===== config.mk =====
export PLATFORM = sky130hd
export DESIGN_NAME = dcache_flush_ctrl_flat
export DESIGN_NICKNAME = d
export VERILOG_FILES = /design/src/rtl/cache_pkg.sv /design/src/rtl/dcache_flush_ctrl_if.sv /design/src/rtl/dcache_flush_ctrl.sv /design/src/flat_wrapper.sv
export SDC_FILE = /design/constraint.sdc
export NUM_CORES = 1
export LEC_CHECK = 0
export CORE_AREA = 2 2 242 244
export CTS_CLUSTER_DIAMETER = 120
export DETAILED_ROUTE_END_ITERATION = 12
export DIE_AREA = 0 0 244 246
export PLACE_DENSITY = 0.45
export RECOVER_POWER = 50
export SETUP_SLACK_MARGIN = 0.1
export SLEW_MARGIN = 20
export SYNTH_ARGS = -nofsm -noshare
export SYNTH_HDL_FRONTEND = slang
export SYNTH_SLANG_ARGS = --single-unit

===== constraint.sdc =====
create_clock -name clk_i -period 4.75 [get_ports clk_i]
set_input_delay 1.1875 -clock clk_i [delete_from_list [all_inputs] [get_ports clk_i]]
set_output_delay 1.1875 -clock clk_i [all_outputs]
set_load 0.05 [all_outputs]

===== src/rtl/cache_pkg.sv =====
`default_nettype none
// ============================================================================
// Module      : cache_pkg
// Description : Shared L1 data-cache definitions: tag-entry field positions,
//               geometry constants and the flush sequencer state encoding.
// Revision    : 1.0 - initial release
// ============================================================================
package cache_pkg;

  // Tag entry layout: {valid, dirty, tag[21:0]}
  localparam int VALID_BIT   = 23;
  localparam int DIRTY_BIT   = 22;
  localparam int TAG_MSB     = 21;
  localparam int TAG_ENTRY_W = 24;

  // Cache geometry
  localparam int LINE_W   = 256;
  localparam int INDEX_W  = 5;
  localparam int OFFSET_W = 5;

  // Flush sequencer states
  typedef enum logic [2:0] {
    IDLE   = 3'd0,
    LOOKUP = 3'd1,
    WRITE  = 3'd2,
    CLEAN  = 3'd3,
    NEXT   = 3'd4,
    DONE   = 3'd5
  } flush_state_e;

endpackage : cache_pkg
`default_nettype wire


===== src/rtl/dcache_flush_ctrl_if.sv =====
`default_nettype none
// ============================================================================
// Module      : dcache_flush_ctrl_if
// Description : Memory write port between the flush sequencer (master) and
//               Data_Memory (slave): enable/write request with a one-cycle
//               acknowledge pulse.
// Revision    : 1.0 - initial release
// ============================================================================
interface dcache_flush_ctrl_if #(
  parameter int ADDR_W = 32,
  parameter int LINE_W = 256
);

  logic [ADDR_W-1:0] mem_addr_o;
  logic [LINE_W-1:0] mem_data_o;
  logic              mem_enable_o;
  logic              mem_write_o;
  logic              mem_ack_i;

  // Requester side: drives the request, receives the acknowledge
  modport master (
    output mem_addr_o,
    output mem_data_o,
    output mem_enable_o,
    output mem_write_o,
    input  mem_ack_i
  );

  // Memory side: observes the request, returns the acknowledge
  modport slave (
    input  mem_addr_o,
    input  mem_data_o,
    input  mem_enable_o,
    input  mem_write_o,
    output mem_ack_i
  );

endinterface : dcache_flush_ctrl_if
`default_nettype wire


===== src/rtl/dcache_flush_ctrl.sv =====
`default_nettype none
// ============================================================================
// Module      : dcache_flush_ctrl
// Description : Write-back flush sequencer for the direct-mapped L1 data
//               cache. Walks every index, writes each valid+dirty line to
//               memory, then clears its dirty bit (and optionally valid).
// Revision    : 1.0 - initial release
// ============================================================================
module dcache_flush_ctrl #(
  parameter int NUM_LINES  = 32,
  parameter int INDEX_W    = 5,
  parameter int TAG_W      = 22,
  parameter int LINE_W     = 256,
  parameter int ADDR_W     = 32,
  parameter int INVALIDATE = 0
) (
  input  logic                 clk_i,
  input  logic                 rst_i,
  input  logic                 flush_req_i,
  input  logic                 cache_mem_busy_i,
  output logic                 busy_o,
  output logic                 done_o,
  output logic [INDEX_W:0]     lines_written_o,
  output logic [INDEX_W-1:0]   sram_idx_o,
  input  logic [TAG_W+1:0]     tag_rd_i,
  input  logic [LINE_W-1:0]    data_rd_i,
  output logic                 tag_we_o,
  output logic [TAG_W+1:0]     tag_wd_o,
  dcache_flush_ctrl_if.master  mem_if
);

  import cache_pkg::*;

  localparam logic [INDEX_W-1:0] LAST_IDX   = INDEX_W'(NUM_LINES - 1);
  localparam logic               KEEP_VALID = (INVALIDATE == 0);

  flush_state_e         state_q;
  logic [INDEX_W-1:0]   index_q;
  logic [INDEX_W:0]     lines_q;
  logic                 busy_q;
  logic                 done_q;
  logic                 tag_we_q;
  logic [TAG_W+1:0]     tag_wd_q;
  logic [TAG_W-1:0]     tag_q;
  logic                 mem_en_q;
  logic                 mem_wr_q;
  logic [ADDR_W-1:0]    mem_addr_q;
  logic [LINE_W-1:0]    mem_data_q;

  // Next-value terms consumed by the sequencer
  logic                 dirty_hit_d;
  logic [INDEX_W-1:0]   index_d;
  logic [INDEX_W:0]     lines_d;
  logic [ADDR_W-1:0]    mem_addr_d;
  logic [TAG_W+1:0]     tag_wd_d;

  // A line needs write-back only when it is both valid and dirty
  assign dirty_hit_d = tag_rd_i[VALID_BIT] & tag_rd_i[DIRTY_BIT];
  assign index_d     = index_q + 1'b1;
  assign lines_d     = lines_q + 1'b1;
  // Line base address rebuilt from the stored tag and the walk index
  assign mem_addr_d  = {tag_rd_i[TAG_MSB:0], index_q, {OFFSET_W{1'b0}}};
  // Written-back entry: dirty cleared, valid kept unless invalidating
  assign tag_wd_d    = {KEEP_VALID, 1'b0, tag_q};

  // Flush sequencer: walks all indices, all outputs registered
  always_ff @(posedge clk_i or negedge rst_i) begin
    if (!rst_i) begin
      state_q    <= IDLE;
      index_q    <= '0;
      lines_q    <= '0;
      busy_q     <= 1'b0;
      done_q     <= 1'b0;
      tag_we_q   <= 1'b0;
      tag_wd_q   <= '0;
      tag_q      <= '0;
      mem_en_q   <= 1'b0;
      mem_wr_q   <= 1'b0;
      mem_addr_q <= '0;
      mem_data_q <= '0;
    end else begin
      // Single-cycle strobes default low
      done_q   <= 1'b0;
      tag_we_q <= 1'b0;

      case (state_q)
        IDLE: begin
          // A request is only accepted once the cache controller has no
          // memory transaction in flight; a dropped request is not kept.
          if (flush_req_i && !cache_mem_busy_i) begin
            index_q <= '0;
            lines_q <= '0;
            busy_q  <= 1'b1;
            state_q <= LOOKUP;
          end
        end

        LOOKUP: begin
          if (dirty_hit_d) begin
            tag_q      <= tag_rd_i[TAG_MSB:0];
            mem_addr_q <= mem_addr_d;
            mem_data_q <= data_rd_i;
            mem_en_q   <= 1'b1;
            mem_wr_q   <= 1'b1;
            state_q    <= WRITE;
          end else begin
            state_q <= NEXT;
          end
        end

        WRITE: begin
          // Address and data are held until memory acknowledges
          if (mem_if.mem_ack_i) begin
            mem_en_q <= 1'b0;
            mem_wr_q <= 1'b0;
            lines_q  <= lines_d;
            tag_we_q <= 1'b1;
            tag_wd_q <= tag_wd_d;
            state_q  <= CLEAN;
          end
        end

        CLEAN: begin
          // tag_we_o is high for exactly this cycle
          state_q <= NEXT;
        end

        NEXT: begin
          if (index_q == LAST_IDX) begin
            done_q  <= 1'b1;
            state_q <= DONE;
          end else begin
            index_q <= index_d;
            state_q <= LOOKUP;
          end
        end

        DONE: begin
          busy_q  <= 1'b0;
          state_q <= IDLE;
        end

        default: begin
          busy_q   <= 1'b0;
          mem_en_q <= 1'b0;
          mem_wr_q <= 1'b0;
          state_q  <= IDLE;
        end
      endcase
    end
  end

  assign busy_o              = busy_q;
  assign done_o              = done_q;
  assign lines_written_o     = lines_q;
  assign sram_idx_o          = index_q;
  assign tag_we_o            = tag_we_q;
  assign tag_wd_o            = tag_wd_q;
  assign mem_if.mem_addr_o   = mem_addr_q;
  assign mem_if.mem_data_o   = mem_data_q;
  assign mem_if.mem_enable_o = mem_en_q;
  assign mem_if.mem_write_o  = mem_wr_q;

endmodule : dcache_flush_ctrl
`default_nettype wire

===== src/flat_wrapper.sv =====
// flat-port wrapper written by rule: the top's interface ports become plain ports
module dcache_flush_ctrl_flat import cache_pkg::*;
#(
  parameter int NUM_LINES  = 32,
  parameter int INDEX_W    = 5,
  parameter int TAG_W      = 22,
  parameter int LINE_W     = 256,
  parameter int ADDR_W     = 32,
  parameter int INVALIDATE = 0
)
  (clk_i, rst_i, flush_req_i, cache_mem_busy_i, busy_o, done_o, lines_written_o, sram_idx_o, tag_rd_i, data_rd_i, tag_we_o, tag_wd_o, mem_if_mem_addr_o, mem_if_mem_data_o, mem_if_mem_enable_o, mem_if_mem_write_o, mem_if_mem_ack_i);
  dcache_flush_ctrl_if #(.ADDR_W(ADDR_W), .LINE_W(LINE_W)) mem_if_i ();
  input  logic clk_i;
  input  logic rst_i;
  input  logic flush_req_i;
  input  logic cache_mem_busy_i;
  output logic busy_o;
  output logic done_o;
  output logic [INDEX_W:0] lines_written_o;
  output logic [INDEX_W-1:0] sram_idx_o;
  input  logic [TAG_W+1:0] tag_rd_i;
  input  logic [LINE_W-1:0] data_rd_i;
  output logic tag_we_o;
  output logic [TAG_W+1:0] tag_wd_o;
  output wire logic [$bits(mem_if_i.mem_addr_o)-1:0] mem_if_mem_addr_o;
  output wire logic [$bits(mem_if_i.mem_data_o)-1:0] mem_if_mem_data_o;
  output wire logic [$bits(mem_if_i.mem_enable_o)-1:0] mem_if_mem_enable_o;
  output wire logic [$bits(mem_if_i.mem_write_o)-1:0] mem_if_mem_write_o;
  input wire logic [$bits(mem_if_i.mem_ack_i)-1:0] mem_if_mem_ack_i;
  assign mem_if_mem_addr_o = mem_if_i.mem_addr_o;
  assign mem_if_mem_data_o = mem_if_i.mem_data_o;
  assign mem_if_mem_enable_o = mem_if_i.mem_enable_o;
  assign mem_if_mem_write_o = mem_if_i.mem_write_o;
  assign mem_if_i.mem_ack_i = mem_if_mem_ack_i;
  dcache_flush_ctrl #(.NUM_LINES(NUM_LINES), .INDEX_W(INDEX_W), .TAG_W(TAG_W), .LINE_W(LINE_W), .ADDR_W(ADDR_W), .INVALIDATE(INVALIDATE)) u_core (.clk_i(clk_i), .rst_i(rst_i), .flush_req_i(flush_req_i), .cache_mem_busy_i(cache_mem_busy_i), .busy_o(busy_o), .done_o(done_o), .lines_written_o(lines_written_o), .sram_idx_o(sram_idx_o), .tag_rd_i(tag_rd_i), .data_rd_i(data_rd_i), .tag_we_o(tag_we_o), .tag_wd_o(tag_wd_o), .mem_if(mem_if_i));
endmodule

Word level (Yosys, flattened, before mapping). Cells that the tools add are included. W data, S select, Z words.

Output and inout port bits: 328. Logic and storage cells: 60. Bits of input ports: 285. Register bits: 346.

Mux-type cells: 20. Add/sub/neg operators: 2. Bitwise gates (word level): 3. Equal/unequal tests: 10. Reductions and logical operators: 14.

Operators by type and width (number): $pmux W3 S5 (1); $mux W3 (4); $mux W6 (2); $pmux W6 S2 (1); $mux W5 (2); $pmux W5 S2 (1); $reduce_and A3 Y1 (3); $reduce_and A2 Y1 (4); $reduce_or A4 Y1 (2); $mux W1 (7); $add A6 B1 Y6 const B (1); $eq A3 B2 Y1 const B (2); $eq A3 B3 Y1 const B (2); $add A5 B1 Y5 const B (1); $eq A5 B5 Y1 const B (1); $ne A2 B1 Y1 const B (2); $ne A2 B2 Y1 const B (2); $reduce_bool A2 Y1 (2); $eq A3 B1 Y1 const B (1); $logic_not A3 Y1 (1); $pmux W1 S3 (1); $not A1 Y1 (2); $pmux W1 S2 (1); $and A1 B1 Y1 (1); 2 further kinds (2).

Depth between registers and ports, before layout. Gate-level depths: netlist (run 1).

Depth in word-level cells: 4. Depth in mapped cells: 6. Gate-level depth less buffers: 6.

Least setup slack after synthesis (run 1). OpenSTA, ideal clock, no wires.

Path type: in2reg. From: input tag_rd_i[23]. To: register u_core.mem_data_q[237], in the netlist u_core.mem_if.mem_data_o[237]. Arrival time: 2.254 ns. Stages: 5. Buffers on the path: 2. Library setup time: 0.125 ns. Setup slack: 2.371 ns. Required time: 4.625 ns. Cell sequence: nand3b_4 > nor3b_4 > buf_2 > buf_2 > mux2_2.

Word-level cells in the longest chain between the ends: 2.

Ends and longest elaborated chain: from (decl) (RTL line flat_wrapper.sv:21) `input logic [TAG_W+1:0] tag_rd_i;`; $and A1 B1 Y1 (RTL line dcache_flush_ctrl.sv:58) `assign dirty_hit_d = tag_rd_i[VALID_BIT] & tag_rd_i[DIRTY_BIT];`; $reduce_and A2 Y1 (no source line); to (signal assigned) (RTL line dcache_flush_ctrl.sv:102) `mem_data_q <= data_rd_i;`; to (decl) (RTL line dcache_flush_ctrl.sv:48) `logic [LINE_W-1:0] mem_data_q;`.

No other way between the ends. A chain may end at the register's enable or synchronous reset.

Worst setup path after layout (run 1).
From: input tag_rd_i[22]. To: register u_core.mem_data_q[98], in the netlist u_core.mem_if.mem_data_o[98].

The elaborated chain is that of the path after synthesis.

==> results.json, run 1 <==
{
  "status": "finished with violations",
  "violations": "capacitance limit, slew limit",
  "cts_tree": "done",
  "grt_pass1_vias": 9230,
  "combPwrFrac_pct": 54.8,
  "pwr_density_cell_nw_per_um2": 856,
  "p_seq_share_pct": 27.6,
  "rows": 88,
  "tightest_slew_ns": 2.09,
  "io_pins": 613,
  "cp.required_ns": 5.17,
  "hpwl_mm": 30.3,
  "fin_crit_sh_pct": 78.1,
  "gr-total-overflow": 0,
  "max_freq_mhz": 270,
  "pre_cts_ws_ns": 1.34,
  "r2r-start": "u_core.state_q[1]$_DFFE_PN0P_",
  "crit_fanout": 136,
  "vias_per_cell": 3.96,
  "fin_skew_ns": 0.0261,
  "rsz0062_at_grt": "no",
  "grt_usage_pct": 13.3,
  "synthArstFlopShare_pct": 100,
  "ys.flop_type": "dfrtp_1",
  "io_buffers": 606,
  "clock-root-buffer": "clkbuf_16",
  "fill_cells": 5591,
  "die_area_um2": 60000,
  "netlist_instances": 741,
  "initial_core_util_pct": 21.4,
  "layout-drive-gt1-share_pct": 22.5,
  "via_count": 8529,
  "drtPass1Iterations": 4,
  "drt_first_iter_violations": 214,
  "power.internal_mw": 9.43,
  "switchingPower_mw": 8.14,
  "synth.distinct_cells": 34,
  "crit_start": "tag_rd_i[22]",
  "cp-start-kind": "primary input",
  "fp.coreArea_um2": 57400,
  "timing.final.max_slew_violations": 288,
  "synth_area_um2": 12300,
  "end_kind": "flop",
  "hold_buffers": 0,
  "final_nets": 1648,
  "cts_buffers": 41,
  "maxSlewHeadroom_pct": -39.5,
  "grt_pass1_wl_mm": 60.1,
  "arrival_ns": 4.13,
  "hold_path_class": "flop to flop",
  "area_delta_synth_final_pct": 67.3,
  "hold_violations": 0,
  "cts.repair.resized": 0,
  "setup_violations": 0,
  "crit_chain": "clkdlybuf4s50_1, nand3b_4, nor3b_4, clkbuf_4, mux2_2",
  "cts.clk_slew.worst_paths_ns": 0.06,
  "insertion_delay_ns": 0.55,
  "cts_setup_buffers": 0,
  "post_drt_wl_per_cell_um": 19.1,
  "ys_seq_elements": 324,
  "cap_viol_max_count": 3,
  "worst_path_largest_cell_delay_ns": 1.31,
  "p_sw_share_pct": 46.3,
  "htreeDepth": 2,
  "critPathSlowestCell": "clkbuf_4",
  "finalSetupTns_ns": 0,
  "seq_area_frac_synth_pct": 66.1,
  "peakVddDrop_mv": 0.420,
  "die_w_um": 244,
  "antenna_found_initial": 2,
  "layout_setup_ws_ns": 1.04,
  "hp-start": "u_core.tag_wd_o[23]$_DFFE_PN0P_",
  "grt_start_max_net_pins": 137,
  "crit_type": "primary input to flop",
  "fin_util_pct": 35.8,
  "clkPwrFrac_pct": 17.6,
  "synth_warnings": 0,
  "synth.avg_cell_area_um2": 16.6,
  "period_needed_ns": 3.71,
  "synth_edf_count": 0,
  "clockBufferDepth": 3,
  "drc": 0,
  "cts_sinks": 324,
  "globalplace.congestion": 0.765,
  "wirelength_mm": 41.2,
  "leakagePower_nw": 8.46,
  "die_y_um": 246,
  "antenna_left": 0
}
## stage by stage
stage               power (mW)  instances  instance area [um^2]  hold WS [ns]
floorplan                 10.9        746                 12300         0.676
global placement          14.6       2082                 19200         0.458
detailed placement        14.6       2082                 19200         0.459
CTS                       17.9       2154                 20600         0.472
global route              18.4       2154                 20500         0.493
finish                    17.6       2155                 20500         0.473
## flip-flops by register name (all words and copies together) (netlist names)
name	cells
u_core.busy_o	1
u_core.done_o	1
u_core.lines_written_o	6
u_core.mem_if.mem_addr_o	6
u_core.mem_if.mem_data_o	256
u_core.mem_if.mem_enable_o	1
u_core.sram_idx_o	5
u_core.state_q	3
u_core.tag_q	21
u_core.tag_wd_o	23
u_core.tag_we_o	1
## worst paths after layout
check                                                      endpoint  cells past startpoint  slack (ns)
setup reg to reg           u_core.mem_if.mem_data_o[98]$_DFFE_PN0P_                      4        1.43
max in group asynchronous   u_core.mem_if.mem_data_o[0]$_DFFE_PN0P_                      2        2.26
min in group asynchronous  u_core.mem_if.mem_data_o[75]$_DFFE_PN0P_                      1        0.73
setup / recovery           u_core.mem_if.mem_data_o[98]$_DFFE_PN0P_                      5        1.04
hold reg to reg                     u_core.tag_wd_o[23]$_DFFE_PN0P_                      1        0.47
hold / removal                      u_core.tag_wd_o[23]$_DFFE_PN0P_                      1        0.47
## layer usage
metal | track usage, % | share of wire (%) | vias to the layer above
met2 | 23.1 | 50 | 368
met4 | 4.48 | 2.5 | 2
li1 | - | - | 3872
met5 | 0 | 0.032 | -
met1 | 14.5 | 37 | 4224
met3 | 5.63 | 9.7 | 63
## cell usage after synthesis (4+ instances only)
cell	number	area share, %
buf_2	28	1.1
dfrtp_1	324	66
clkbuf_1	4	0.12
o2bb2ai_1	7	0.50
mux2_2	236	22
buf_4	13	0.80
mux2_1	69	6.3
o21ai_0	10	0.41
a21oi_1	4	0.16
## worst max-delay path, delay by kind of cell
family | cells | cell delay, ns
multiplexers | 1 | 0.46
AND/OR/NAND/NOR | 2 | 0.32
buffers and inverters | 2 | 1.81
## cell usage in the layout, fill, tap and decap left out, types with 3 or more instances in the layout
master	synthesis	final
a21oi_1	4	4
a31oi_1	3	3
and3_1	3	3
buf_12	0	4
clkbuf_1	4	12
clkbuf_16	0	43
clkbuf_8	0	9
clkdlybuf4s50_1	0	603
clkinv_2	0	7
conb_1	1	6
dfrtp_1	324	324
ha_1	3	3
inv_1	3	3
mux2_1	69	70
mux2_2	236	235
mux2i_1	3	3
nand2_1	3	3
nand3_1	3	3
nor2b_1	3	3
o21ai_0	10	10
o2bb2ai_1	7	7
## cell type report
class	count	area (um^2)	share of cell area, %
sequential	324	8110	39.5
clock inverter	11	113	0.549
antenna	1	2.50	0.0122
timing repair buffer	616	6180	30.1
multi-input combinational	374	3920	19.1
tap	765	957	4.66
clock buffer	61	1230	6.01
inverter	3	11.3	0.0549
## power groups by stage
| stage | Combinational, mW | Clock, mW | Sequential [mW] |
|---|---|---|---|
| 6_report | 9.63 | 3.10 | 4.84 |
| 5_1_grt | 9.99 | 3.36 | 5.05 |
| 4_1_cts | 9.75 | 3.25 | 4.88 |
| 3_5_place_dp | 9.73 | 0 | 4.91 |
| 3_3_place_gp | 9.71 | 0 | 4.88 |
| 2_1_floorplan | 1.52 | 0 | 9.42 |
## logic make-up after synthesis
family	count (synthesis)	synth area share, %
AO/OA/AOI/OAI	32	1.74
XOR/XNOR	1	0.0714
adder cells (fa/ha/maj)	3	0.306
buffers and inverters	48	2.15
flip-flops	324	66.1
multiplexers	308	28.2
other	1	0.0306
AND/OR/NAND/NOR	24	1.38
(Power assumes the default switching activity.)
==> run 2: changes to the inputs <==
--- a/config.mk
+++ b/config.mk
@@ -5,11 +5,11 @@
 export SDC_FILE = /design/constraint.sdc
 export NUM_CORES = 1
 export LEC_CHECK = 0
-export CORE_AREA = 2 2 242 244
+export CORE_AREA = 2 2 237 239
 export CTS_CLUSTER_DIAMETER = 120
 export DETAILED_ROUTE_END_ITERATION = 12
-export DIE_AREA = 0 0 244 246
-export PLACE_DENSITY = 0.45
+export DIE_AREA = 0 0 239 241
+export PLACE_DENSITY = 0.48
 export RECOVER_POWER = 50
 export SETUP_SLACK_MARGIN = 0.1
 export SLEW_MARGIN = 20
==> constraint.sdc (replaced) <==
create_clock -name clk_i -period 3.4 [get_ports clk_i]
set_input_delay 0.85 -clock clk_i [delete_from_list [all_inputs] [get_ports clk_i]]
set_output_delay 0.85 -clock clk_i [all_outputs]
set_load 0.05 [all_outputs]
==> results.json, run 2 (synthesis results as in run 1) <==
{
  "cts_buffers": 41,
  "io_pins": 613,
  "top_usage_layer": "met2",
  "end_kind": "flop",
  "grt_use_met1_pct": 14.7,
  "htreeDepth": 2,
  "cts.repair.resized": 0,
  "grt_pass1_wl_mm": 59.7,
  "tightest_slew_ns": 2.23,
  "initial_core_util_pct": 22.4,
  "final_nets": 1662,
  "cts_setup_buffers": 0,
  "largest_reg_flops": 256,
  "grt_usage_pct": 13.8,
  "hold_violations": 0,
  "pwr_density_cell_nw_per_um2": 1190,
  "drt_first_iter_violations": 302,
  "hold_buffers": 0,
  "via_count": 8541,
  "leakagePower_nw": 8.48,
  "globalplace.congestion": 0.757,
  "status": "finished with violations",
  "grt_start_max_net_pins": 75,
  "gr-usage-met3_pct": 6.67,
  "drc": 0,
  "cap_viol_max_count": 2,
  "io_buffers": 606,
  "post_drt_wl_per_cell_um": 19.6,
  "multiInputGateArea_um2": 3920,
  "antenna_left": 0,
  "fin_skew_ns": 0.0149,
  "grtUsageMet2_pct": 24.3,
  "cp.required_ns": 3.83,
  "hold_slack_ns": 0.473,
  "fill_cells": 5261,
  "finalSetupTns_ns": 0,
  "arrival_ns": 3.38,
  "crit_type": "primary input to flop",
  "cts.clk_slew.worst_paths_ns": 0.06,
  "peakVddDrop_mv": 0.749,
  "gr-total-overflow": 0,
  "rsz0062_at_grt": "no",
  "clockBufferDepth": 3,
  "die_w_um": 239,
  "hpwl_mm": 31.0,
  "layout-drive-gt1-share_pct": 23.0,
  "drtPass1Iterations": 4,
  "regArea_um2": 8110,
  "setup_violations": 0,
  "rows": 86,
  "maxSlewHeadroom_pct": -49.0,
  "fin_util_pct": 37.4,
  "max_freq_mhz": 339,
  "layout_setup_ws_ns": 0.452,
  "antenna_found_initial": 1,
  "timing.final.max_slew_violations": 99,
  "clock-root-buffer": "clkbuf_16",
  "cts_tree": "done",
  "area_delta_synth_final_pct": 67.2,
  "layout_common_cells": "clkdlybuf4s50_1, dfrtp_1, mux2_2",
  "cp-start-kind": "primary input",
  "hold_path_class": "flop to flop",
  "fin_crit_sh_pct": 86.7,
  "mostFrequentLayoutCell": "clkdlybuf4s50_1",
  "pre_cts_ws_ns": 0.450,
  "vias_per_cell": 4.05,
  "fin_cells": 2107,
  "period_needed_ns": 2.95,
  "placed_cells": 2035,
  "grt_pass1_vias": 9136,
  "cts_sinks": 324,
  "crit_fanout": 35,
  "die_y_um": 241,
  "violations": "capacitance limit, slew limit",
  "fp.coreArea_um2": 54900,
  "die_area_um2": 57600,
  "wirelength_mm": 41.3,
  "insertion_delay_ns": 0.55
}
run 2: changes by cell type in the layout (fill, tap and decap cells not counted), moves of 2 or more:
| cell | delta |
|---|---|
| clkbuf_4 | -2 |
| clkinv_2 | -2 |
| clkbuf_1 | +4 |
| buf_4 | +7 |
| buf_12 | +3 |
| clkbuf_2 | +7 |
| clkbuf_8 | -3 |
run 2: through the flow:
stage / area [um^2] / total power [mW]
floorplan: 12300 / 15.3
global placement: 19300 / 20.4
detailed placement: 19300 / 20.5
CTS: 20600 / 24.9
global route: 20500 / 25.6
finish: 20500 / 24.5
run 2: per-layer routing:
layer | wire [um] | vias to the layer above
met5 | 0 | -
met4 | 847 | 0
met3 | 4660 | 54
met2 | 21000 | 357
met1 | 14700 | 4233
li1 | - | 3897
run 2: path summary, 6_finish.rpt:
check | end | cells past startpoint | from | slack (ns)
max | u_core.mem_if.mem_data_o[248]$_DFFE_PN0P_ | 6 | tag_rd_i[22] | 0.45
min | u_core.tag_wd_o[23]$_DFFE_PN0P_ | 1 | u_core.tag_wd_o[23]$_DFFE_PN0P_ | 0.47
max reg2reg | u_core.tag_wd_o[10]$_DFFE_PN0P_ | 4 | u_core.state_q[1]$_DFFE_PN0P_ | 0.66
min reg2reg | u_core.tag_wd_o[23]$_DFFE_PN0P_ | 1 | u_core.tag_wd_o[23]$_DFFE_PN0P_ | 0.47
max in group asynchronous | u_core.mem_if.mem_data_o[163]$_DFFE_PN0P_ | 2 | rst_i | 0.88
min in group asynchronous | u_core.mem_if.mem_data_o[154]$_DFFE_PN0P_ | 1 | rst_i | 0.92
run 2: worst max-delay path, stage by stage:
cell and delay [ns]:
dlygate4sd3_1 0.54, nand3b_1 0.21, nor3b_4 0.35, buf_12 0.23, clkbuf_2 0.75, mux2_2 0.41
run 2: cell type report:
type,instances,share of cell area [%]
multi-input cells,374,19.1
diodes,1,0.0122
well taps,704,4.29
clock buffers,62,5.89
inverters,3,0.0549
flip-flops and latches,324,39.5
clock inverters,9,0.390
repair buffers,630,30.7
run 2: where the power goes:
group | internal [mW] | switching (mW) | total [mW] | leakage [nW]
Clock | 2.52 | 1.68 | 4.20 | 0.631
Sequential | 5.71 | 1.03 | 6.75 | 3.95
Combinational | 4.82 | 8.69 | 13.5 | 3.90
Total | 13.1 | 11.4 | 24.5 | 8.48
==> run 3: changes to the inputs <==
--- a/config.mk
+++ b/config.mk
@@ -5,11 +5,11 @@
 export SDC_FILE = /design/constraint.sdc
 export NUM_CORES = 1
 export LEC_CHECK = 0
-export CORE_AREA = 2 2 237 239
+export CORE_AREA = 2 2 239 241
 export CTS_CLUSTER_DIAMETER = 120
 export DETAILED_ROUTE_END_ITERATION = 12
-export DIE_AREA = 0 0 239 241
-export PLACE_DENSITY = 0.48
+export DIE_AREA = 0 0 241 243
+export PLACE_DENSITY = 0.46
 export RECOVER_POWER = 50
 export SETUP_SLACK_MARGIN = 0.1
 export SLEW_MARGIN = 20
==> constraint.sdc (replaced) <==
create_clock -name clk_i -period 3 [get_ports clk_i]
set_input_delay 0.75 -clock clk_i [delete_from_list [all_inputs] [get_ports clk_i]]
set_output_delay 0.75 -clock clk_i [all_outputs]
set_load 0.05 [all_outputs]
==> results.json, run 3 (synthesis results as in run 1) <==
{
  "hold_violations": 0,
  "insertion_delay_ns": 0.54,
  "grt_start_max_net_pins": 60,
  "cts_sinks": 324,
  "die_area_um2": 58600,
  "mostFrequentLayoutCell": "clkdlybuf4s50_1",
  "die_w_um": 241,
  "r2r_slack_ns": 0.44,
  "path_buf_inv": 3,
  "drc": 0,
  "cts.clk_slew.worst_paths_ns": 0.05,
  "vias_per_cell": 4.00,
  "hold_buffers": 0,
  "fin_skew_ns": 0.0144,
  "peakVddDrop_mv": 0.556,
  "maxSlewHeadroom_pct": -21.4,
  "reg2reg_depth": 5,
  "layout_setup_ws_ns": 0.213,
  "gr-total-overflow": 0,
  "layout_common_cells": "clkdlybuf4s50_1, dfrtp_1, mux2_2",
  "critPathSlowestCell": "nor3b_1",
  "grt_pass1_wl_mm": 61.2,
  "antenna_found_initial": 7,
  "initial_core_util_pct": 21.9,
  "timing.final.max_slew_violations": 58,
  "cts_setup_buffers": 0,
  "die_y_um": 243,
  "area_delta_synth_final_pct": 67.9,
  "io_pins": 613,
  "fin_crit_sh_pct": 92.9,
  "fp.coreArea_um2": 56000,
  "rows": 87,
  "worst_path_largest_cell_delay_ns": 0.61,
  "drtPass1Iterations": 4,
  "drt_first_iter_violations": 184,
  "finalSetupTns_ns": 0,
  "crit_fanout": 36,
  "placed_area_um2": 19400,
  "grt_pass1_vias": 9344,
  "hold_path_class": "flop to flop",
  "final_nets": 1664,
  "leakagePower_nw": 8.49,
  "layout-drive-gt1-share_pct": 22.7,
  "pre_cts_ws_ns": 0.257,
  "fin_util_pct": 36.8,
  "final_cell_area_um2": 20600,
  "antenna_left": 0,
  "cts_tree": "done",
  "period_needed_ns": 2.79,
  "cts_buffers": 41,
  "cp.required_ns": 3.41,
  "cap_viol_max_count": 1,
  "holdPathEnd": "u_core.tag_wd_o[23]$_DFFE_PN0P_",
  "cp-start-kind": "primary input",
  "htreeDepth": 2,
  "globalplace.congestion": 0.775,
  "worstHoldPathCells": 1,
  "grt_usage_pct": 13.9,
  "io_buffers": 606,
  "crit_type": "primary input to flop",
  "cts.repair.resized": 0,
  "r2r-start": "u_core.state_q[1]$_DFFE_PN0P_",
  "wirelength_mm": 41.6,
  "setup_violations": 0,
  "max_freq_mhz": 359,
  "clockBufferDepth": 3,
  "post_drt_wl_per_cell_um": 19.3,
  "clock-root-buffer": "clkbuf_16",
  "worst-path-stages": 6,
  "status": "finished with violations",
  "pwr_density_cell_nw_per_um2": 1350,
  "arrival_ns": 3.20,
  "hp-start": "u_core.tag_wd_o[23]$_DFFE_PN0P_",
  "cp_top_family": "buffers and inverters",
  "violations": "capacitance limit, slew limit",
  "worstReg2RegEnd": "u_core.mem_if.mem_data_o[72]$_DFFE_PN0P_",
  "end_kind": "flop",
  "crit_chain": "dlygate4sd3_1, nand3b_1, nor3b_1, buf_12, buf_4, mux2_2",
  "tightest_slew_ns": 1.82,
  "via_count": 8636,
  "hold_slack_ns": 0.464,
  "largest_reg_flops": 256,
  "hpwl_mm": 31.3,
  "rsz0062_at_grt": "no"
}
-- run 3: cell count changes in the layout (fill, tap and decap cells not counted), sizes merged --
| cell | previous run | this run |
|---|---|---|
| dlygate4sd3 | 3 | 2 |
| diode | 1 | 2 |
| clkdlybuf4s50 | 602 | 603 |
| buf | 15 | 14 |
| clkinvlp | 1 | 0 |
| clkbuf | 72 | 74 |
| clkinv | 6 | 4 |
-- run 3: stage by stage --
step / cells / power, mW
floorplan: 746 / 17.3
global placement: 2089 / 23.2
detailed placement: 2089 / 23.3
CTS: 2156 / 28.3
finish: 2158 / 27.8
global route: 2158 / 29.1
-- run 3: report_power, final --
| part | leakage (nW) | switching (mW) | internal [mW] | total, mW |
|---|---|---|---|---|
| combinational | 3.89 | 9.88 | 5.48 | 15.4 |
| clock | 0.646 | 1.88 | 2.92 | 4.80 |
| sequential | 3.95 | 1.14 | 6.48 | 7.62 |
-- run 3: routing by layer --
| layer | part of all wire, % | global-route usage, % |
|---|---|---|
| met3 | 12 | 6.69 |
| met5 | 0.15 | 0 |
| met4 | 2.2 | 3.99 |
| met1 | 37 | 15.4 |
| met2 | 49 | 23.5 |
-- run 3: how the worst max path moves through the flow --
stage / start / endpoint / slack (ns)
final: tag_rd_i[22] / u_core.mem_if.mem_data_o[72]$_DFFE_PN0P_ / 0.21
after detailed placement: tag_rd_i[23] / u_core.tag_q[8]$_DFFE_PN0P_ / 0.26
after global routing: tag_rd_i[22] / u_core.mem_if.mem_data_o[103]$_DFFE_PN0P_ / 0.11
after floorplan: u_core.sram_idx_o[0]$_DFFE_PN0P_ / u_core.sram_idx_o[3]$_DFFE_PN0P_ / 1.05
after CTS: u_core.sram_idx_o[1]$_DFFE_PN0P_ / sram_idx_o[1] / 0.22
after global placement: tag_rd_i[23] / u_core.mem_if.mem_data_o[98]$_DFFE_PN0P_ / 0.27
-- run 3: area by class of cell --
| type | instances | area (um^2) |
|---|---|---|
| fillers | 5458 | 35300 |
| flip-flops and latches | 324 | 8110 |
| repair buffers | 632 | 6340 |
| multi-input cells | 374 | 3890 |
| clock buffers | 61 | 1240 |
| well taps | 756 | 946 |
| clock inverters | 6 | 58.8 |
| inverters | 3 | 11.3 |
| diodes | 2 | 5.00 |
